[src/rtl/seq_det_pkg.sv]
// Shared helpers for the parametrised serial pattern detector:
// length-width sizing, pattern-length clamping and window masking.
package seq_det_pkg;

  localparam int unsigned MASK_W = 32;

  function automatic int unsigned len_w(input int unsigned max_len);
    return $clog2(max_len + 1);
  endfunction

  // A zero length behaves as one bit; lengths beyond the history depth saturate.
  function automatic int unsigned clamp_len(input int unsigned len, input int unsigned max_len);
    if (len == 0) begin
      return 1;
    end else if (len > max_len) begin
      return max_len;
    end
    return len;
  endfunction

  function automatic logic [MASK_W-1:0] window_mask(input int unsigned len);
    logic [MASK_W-1:0] m;
    m = '0;
    for (int unsigned i = 0; i < MASK_W; i++) begin
      if (i < len) m[i] = 1'b1;
    end
    return m;
  endfunction

endpackage

[src/rtl/sat_counter.sv]
// Saturating up-counter with synchronous clear and registered all-ones flag.
module sat_counter #(
  parameter int unsigned CNT_W = 8
) (
  input  logic             clk,
  input  logic             rst_n,
  input  logic             inc,
  input  logic             clr,
  output logic [CNT_W-1:0] count,
  output logic             sat
);

  logic [CNT_W-1:0] count_q, count_d;
  logic             sat_q, sat_d;

  always_comb begin
    count_d = count_q;
    if (clr) begin
      count_d = '0;
    end else if (inc && !sat_q) begin
      count_d = count_q + CNT_W'(1);
    end
    sat_d = (count_d == {CNT_W{1'b1}});
  end

  always_ff @(posedge clk) begin
    if (!rst_n) begin
      count_q <= '0;
      sat_q   <= 1'b0;
    end else begin
      count_q <= count_d;
      sat_q   <= sat_d;
    end
  end

  assign count = count_q;
  assign sat   = sat_q;

endmodule

[src/rtl/seq_detector_param.sv]
// Serial bit-pattern detector with a runtime-loadable pattern, optional
// overlapping matches, a one-cycle registered match pulse and a match counter.
module seq_detector_param
  import seq_det_pkg::*;
#(
  parameter int unsigned         MAX_LEN     = 8,
  parameter int unsigned         CNT_W       = 8,
  parameter logic [MAX_LEN-1:0]  DEF_PATTERN = MAX_LEN'(8'b0000_1001),
  parameter int unsigned         DEF_LEN     = 4,
  parameter bit                  DEF_OVERLAP = 1'b1,
  localparam int unsigned        LEN_W       = len_w(MAX_LEN)
) (
  input  logic               clk,
  input  logic               rst_n,
  input  logic               en,
  input  logic               X,
  input  logic               cfg_load,
  input  logic [MAX_LEN-1:0] cfg_pattern,
  input  logic [LEN_W-1:0]   cfg_len,
  input  logic               cfg_overlap,
  output logic               Y,
  output logic [CNT_W-1:0]   match_cnt,
  output logic               cnt_sat
);

  localparam int unsigned      FW       = LEN_W + 1;
  localparam logic [LEN_W-1:0] RST_LEN  = LEN_W'(clamp_len(DEF_LEN, MAX_LEN));
  localparam logic [LEN_W-1:0] MAX_FILL = LEN_W'(MAX_LEN);

  logic [MAX_LEN-1:0] hist_q, hist_d, pattern_q, pattern_d;
  logic [MAX_LEN-1:0] hist_shift, win_mask;
  logic [LEN_W-1:0]   fill_q, fill_d, len_q, len_d;
  logic               overlap_q, overlap_d, y_q, y_d;
  logic               accept, full_enough, match_c;

  // Match is judged on the history as it will look after this bit shifts in.
  always_comb begin
    accept      = en & ~cfg_load;
    hist_shift  = {hist_q[MAX_LEN-2:0], X};
    win_mask    = MAX_LEN'(window_mask(32'(len_q)));
    full_enough = (FW'(fill_q) + FW'(1)) >= FW'(len_q);
    match_c     = accept & (((hist_shift ^ pattern_q) & win_mask) == '0) & full_enough;

    hist_d    = hist_q;
    fill_d    = fill_q;
    pattern_d = pattern_q;
    len_d     = len_q;
    overlap_d = overlap_q;
    y_d       = 1'b0;

    if (cfg_load) begin
      pattern_d = cfg_pattern;
      len_d     = LEN_W'(clamp_len(32'(cfg_len), MAX_LEN));
      overlap_d = cfg_overlap;
      hist_d    = '0;
      fill_d    = '0;
    end else if (accept) begin
      hist_d = hist_shift;
      fill_d = (fill_q == MAX_FILL) ? fill_q : fill_q + LEN_W'(1);
      // Non-overlapping mode: forget progress so the next match needs fresh bits.
      if (match_c && !overlap_q) fill_d = '0;
      y_d = match_c;
    end
  end

  always_ff @(posedge clk) begin
    if (!rst_n) begin
      hist_q    <= '0;
      fill_q    <= '0;
      pattern_q <= DEF_PATTERN;
      len_q     <= RST_LEN;
      overlap_q <= DEF_OVERLAP;
      y_q       <= 1'b0;
    end else begin
      hist_q    <= hist_d;
      fill_q    <= fill_d;
      pattern_q <= pattern_d;
      len_q     <= len_d;
      overlap_q <= overlap_d;
      y_q       <= y_d;
    end
  end

  sat_counter #(
    .CNT_W(CNT_W)
  ) u_match_cnt (
    .clk   (clk),
    .rst_n (rst_n),
    .inc   (match_c),
    .clr   (cfg_load),
    .count (match_cnt),
    .sat   (cnt_sat)
  );

  assign Y = y_q;

endmodule

[config.mk]
export PLATFORM = sky130hd
export DESIGN_NAME = seq_detector_param
export DESIGN_NICKNAME = d
export VERILOG_FILES = /design/src/rtl/seq_det_pkg.sv /design/src/rtl/sat_counter.sv /design/src/rtl/seq_detector_param.sv
export SDC_FILE = /design/constraint.sdc
export NUM_CORES = 1
export LEC_CHECK = 0
export BUFFER_PORTS_ARGS = -buffer_cell sky130_fd_sc_hd__buf_2
export CAP_MARGIN = 20
export CORE_MARGIN = 2
export CORE_UTILIZATION = 50
export CTS_CLUSTER_SIZE = 20
export DETAILED_ROUTE_END_ITERATION = 7
export GPL_TIMING_DRIVEN = 0
export PLACE_DENSITY = 0.75
export SYNTH_ARGS = -nofsm -noshare
export SYNTH_HDL_FRONTEND = slang
export SYNTH_SLANG_ARGS = --single-unit
[constraint.sdc]
create_clock -name clk -period 2.2 [get_ports clk]
set_input_delay 0.33 -clock clk [delete_from_list [all_inputs] [get_ports clk]]
set_output_delay 0.33 -clock clk [all_outputs]
set_load 0.01 [all_outputs]
* After elaboration in Yosys (flattened, before gate mapping)
Cells that the tools add are included.
Widths: inputs -> output; s select.
** Word-level totals
- Bits in registers :: 34
- Output and inout port bits :: 10
- Word-level logic and storage cells :: 59
** Cells by class
- Add/subtract/negate cells :: 3
- $lt $le $gt $ge :: 10
- Equality and inequality tests :: 3
- Multiplexer cells :: 18
- Bitwise gates (word level) :: 8
- Reductions and logical operators :: 9
** Operator list (count)
- $mux 4 :: 5
- $lt 3x4->1 const A :: 4
- $mux 8 :: 2
- $mux 1 :: 11
- $add 8x1->8 const B :: 1
- $and 8x8->8 :: 1
- $eq 8x8->1 const B :: 1
- $logic_not 8->1 :: 1
- $lt 1x4->1 const A :: 2
- $lt 2x4->1 const A :: 2
- $xor 8x8->8 :: 1
- $add 4x1->5 const B :: 1
- $ge 5x4->1 :: 1
- $add 4x1->4 const B :: 1
- $eq 4x4->1 const B :: 1
- $gt 4x4->1 const B :: 1
- $logic_not 4->1 :: 1
- $and 1x1->1 :: 3
- $not 1->1 :: 3
- $reduce_or 3->1 :: 1
- $logic_and 1x1->1 :: 2
- $logic_not 1->1 :: 2
- $ne 2x1->1 const B :: 1
- $reduce_and 2->1 :: 1
- $reduce_or 2->1 :: 1

* Longest topological paths before layout
- Word-level depth :: 10
- Mapped depth :: 9

* Hierarchy
From an unflattened synthesis, not the netlist that was laid out.
** Second synthesis, totals
- Cell total of the unflattened synthesis :: 185
- Area total of the unflattened synthesis :: 1781.7 um2
** By module, submodules not included
- seq_detector_param :: times used 1, cells each 132, area each 1295.0 um2
- sat_counter :: times used 1, cells each 53, area each 486.7 um2

* Worst setup path after synthesis
Ideal clock, no wire load.
- Path type :: reg2reg
- From :: register fill_q[0]
- To :: register u_match_cnt.count_q[1] (netlist: u_match_cnt.count[1])
- Library setup time :: 0.128 ns
- Data arrival time :: 2.040 ns
- Data required time :: 2.072 ns
- Setup slack :: 0.033 ns
- Cell stages (with the launch flop) :: 10
- Clock period less this slack :: 2.167 ns
- Cell sequence :: dfxtp_1 -> inv_1 -> ha_1 -> ha_1 -> a211oi_1 -> o21a_1 -> nor4_2 -> buf_2 -> mux2i_1 -> nor2_1
** On the way
- Longest elaborated chain between the ends :: 6
** RTL lines
- start, declared :: RTL line seq_detector_param.sv:32 : logic [LEN_W-1:0] fill_q, fill_d, len_q, len_d;
- start signal, assigned :: RTL line seq_detector_param.sv:76 : fill_q <= fill_d;
- $add 4x1->5 :: RTL line seq_detector_param.sv:41 : full_enough = (FW'(fill_q) + FW'(1)) >= FW'(len_q);
- $ge 5x4->1 :: RTL line seq_detector_param.sv:41
- $and 1x1->1 :: RTL line seq_detector_param.sv:42 : match_c = accept & (((hist_shift ^ pattern_q) & win_mask) == '0) & full_enough;
- $logic_and 1x1->1 :: RTL line sat_counter.sv:20 : end else if (inc && !sat_q) begin
- $mux 8 :: RTL line sat_counter.sv:20
- $mux 8 :: RTL line sat_counter.sv:18 : if (clr) begin
- end signal, assigned :: RTL line sat_counter.sv:31 : count_q <= count_d;
- end, declared :: RTL line sat_counter.sv:13 : logic [CNT_W-1:0] count_q, count_d;
Every way passes these cells.
A chain may end at the register's enable or synchronous reset.

* Worst setup path after layout
- From :: register fill_q[1]
- To :: register u_match_cnt.count_q[3] (netlist: u_match_cnt.count[3])
The elaborated chain is that of the path after synthesis.

==> key figures <==
Synth
  • Multiplexer area fraction after synthesis: between 10% and 20%
  • Synth Cell Area: 0.001777 mm2
  • Share of flip-flops with an asynchronous set or reset: 0%
  • Post-Synth Simple-Gate Area: between 20% and 30%
  • Dominant cells by area after synthesis: dfxtp_1 38%, mux2i_1 11%, ha_1 4.9%, nor2b_1 3.9%, nor2_1 3.8%
  • Post-synthesis adder-cell area fraction: 4.930%
  • Compound-Gate Fraction of Synth Area: between 10% and 20%
  • Synth Register Bits: 34
  • Syn Area/Cell: 9.351 um2
  • Syn_nets: approximately 220
  • Synth cell types: between 40 and 50
  • Synth area leader: dfxtp_1
  • Yosys warns: 0
  • Top-area cell type share of the netlist area: 38.31%
  • Cell count after synthesis: 190
  • Synth Area in XOR/XNOR: under 10%
  • Sequential area share after synthesis: between 30% and 40%
  • Ys flop type: dfxtp_1
  • Post-synth EDFFs: 0
  • Largest family of logic cells by synthesized area: simple AND/OR/NAND/NOR gates

STA
  • Fin crit share: 102.5%
  • RSZ-0062 raised after global routing: true
  • Min Hold Slack: between 0.15 and 0.2 ns
  • Worst-margin pin slew: roughly 0.52 ns
  • Clk_skew: between 0.003 and 0.004 ns
  • Fmax: around 440 MHz
  • Final setup viols: 3
  • Endpoints failing hold: 0
  • Slew margin rel.: ~65%
  • Max-slew violation count: 0
  • Minimum clock period: around 2.3 ns
  • PnR worst setup slack: -0.05434 ns

Finish
  • Fill cells: 319
  • Area growth from synthesis to layout: 19.44%
  • Nets: 253
  • Diode count: 0
  • Most frequent cells in the layout: 31 x dfxtp_1, 27 x buf_2, 20 x mux2i_1
  • Fraction of layout cells with a size suffix above 1: about a quarter
  • Most common cell after layout, fill and taps aside: dfxtp_1

Placed design
  • Gp weighted congestion: between 0.7 and 0.8
  • Detailed Place HPWL: about 2500 um
  • Place WS: -0.2427 ns
  • I/O Buffers: 25

Clock tree
  • Latest clock arrival within the worst-skew pair: between 0.3 and 0.4 ns
  • Htree depth: 2
  • Hold-fix buffers, CTS: 0
  • Clock root buffer: clkbuf_4
  • Clk pin slew, worst setup/hold paths: 0.10 ns
  • CTS Buffer Depth: 2
  • Num CTS Buffers: 5
  • Clk sink count: 34
  • CTS tree: yes

Power and ir drop
  • NetSw: between 200 and 300 uW
  • Clk network pwr share: between 30% and 40%
  • Leakage: just under 0.9 nW
  • Pwr Density: roughly 540 mW/mm2
  • Maximum vdd drop: between 0.4 and 0.5 mV
  • Switching share of power: a little over a quarter
  • Power share of the combinational group: a little under an eighth
  • Seq pwr share: 56.4%
  • Int Pwr: around 840 uW
  • Pwr Total: 1.144 mW

GRT
  • Initial antenna violation count: 0
  • Gr usage total: 19.29%
  • First-pass GRT wire length: just over 6000 um
  • Largest net degree at the start of global routing: 11
  • Vias in the first global route: ~1400
  • Total congestion overflow: 0

Flow run
  • Max_cap viols: 0

Floorplan
  • CORE AREA: ~0.0034 mm2
  • Row cnt: 21
  • Starting Density: about 53%
  • IO Pins: 28
  • Die ar.: ~0.0040 mm2
  • Die Y: between 60 and 70 um
  • Die width: 63.61 um

Setup path
  • CP Capture Type: register
  • Crit start category: register
  • Kind of critical path: reg -> reg
  • CP Data Arrival Time: roughly 2.5 ns
  • Data required time of the worst path: around 2.5 ns
  • Largest fanout on the critical path: 4

Drt
  • Antenna Violating Nets Remaining: 0
  • DRC viols: 0
  • WL/cell: 13.00 um
  • Drt first-iter violations: 46
  • Routed WL: around 3600 um
  • Vias/cell: ~5.3
  • Drt first pass iters: 4
  • Vias: 1464

Status
  • Failing checks: setup timing
  • Status: finished, violations left

Hold path
  • Worst hold path type: in -> reg
cell families after synthesis:
kind of cell               Yosys count
AOI/OAI and AO/OA                   30
adders and majority gates            7
buffers and inverters               15
xor gates and xnor gates            13
and+or+nand+nor                     71
muxes                               20
DFF                                 34
worst paths after layout:
| path | to | depth (start not counted) | startpoint | slack, ns |
|---|---|---|---|---|
| setup / recovery | u_match_cnt.count[3] | 8 | fill_q[1] | -0.05 |
| setup reg to reg | u_match_cnt.count[3] | 8 | fill_q[1] | -0.05 |
| hold / removal | pattern_q[3] | 3 | cfg_pattern[3] | 0.20 |
| hold reg to reg | u_match_cnt.count[7] | 2 | u_match_cnt.count[7] | 0.51 |
routing by layer:
metal | global-route usage (%) | share of wire (%)
met1 | 25.00 | 50
met2 | 30.53 | 45
met3 | 5.893 | 3.4
met4 | 6.250 | 1.9
met5 | 0 | 0
Yosys cell counts (2+ instances only):
master / count
a21oi_1: 6
o21ai_0: 4
nor4_2: 2
buf_2: 3
inv_1: 8
o21ai_1: 2
nand2b_4: 2
xnor2_1: 6
a21o_1: 5
nand2_1: 10
and2_1: 2
xor2_1: 7
nor4b_1: 2
nor2_1: 18
nand3b_1: 2
buf_1: 2
mux2i_1: 20
nor2b_1: 11
or3_1: 3
nand3_1: 7
dfxtp_1: 34
clkbuf_1: 2
nand4_1: 4
ha_1: 7
nand2b_1: 4
stage by stage:
step                      utilization [%]  TNS (ns)  std cells  cell area (um2)
final                               63.10   -0.1309        275             2122
after global routing                63.10   -0.7480        275             2122
after CTS                           60.53         0        269             2036
after floorplan                         -         0        190             1777
after detailed placement            58.26    -1.536        261             1959
after global placement              58.26    -1.309        261             1959
power groups by stage:
stage / logic [mW] / registers, mW / clock network, mW
5_1_grt: 0.145 / 0.647 / 0.409
2_1_floorplan: 0.0867 / 0.657 / 0
3_5_place_dp: 0.119 / 0.662 / 0
3_3_place_gp: 0.117 / 0.662 / 0
6_report: 0.131 / 0.645 / 0.368
4_1_cts: 0.123 / 0.647 / 0.368
state kept, by name (all words and copies together) (netlist names):
| register | flops |
|---|---|
| hist_q | 7 |
| pattern_q | 8 |
| u_match_cnt.sat | 1 |
| len_q | 4 |
| fill_q | 4 |
| overlap_q | 1 |
| u_match_cnt.count | 8 |
| Y | 1 |
worst max-delay path, cell delays in order (launching register included):
cell	delay (ns)
dfxtp_4	0.38
ha_4	0.17
xor2_1	0.14
ha_1	0.28
o21ai_1	0.06
o21a_2	0.26
nor4_4	0.34
or4b_1	0.46
o21ai_1	0.10
area by class of cell:
class / instances / area [um2] / area share [%]
multi-input combinational: 141 / 1076 / 50.71
clock buffer: 7 / 55.05 / 2.594
sequential: 34 / 691.9 / 32.61
timing repair buffer: 31 / 170.2 / 8.019
clock inverter: 1 / 5.005 / 0.2358
tap: 46 / 57.56 / 2.712
buffer: 7 / 36.28 / 1.710
inverter: 8 / 30.03 / 1.415
timing repair:
item / CTS / global route
setup endpoints to repair: 12 / 12
pin swaps: 1 / 5
endpoints found under the hold margin: 0 / 0
resized for setup: 5 / 13
buffers inserted: 0 / 6
Note: power is estimated with default switching activity, not from simulation.
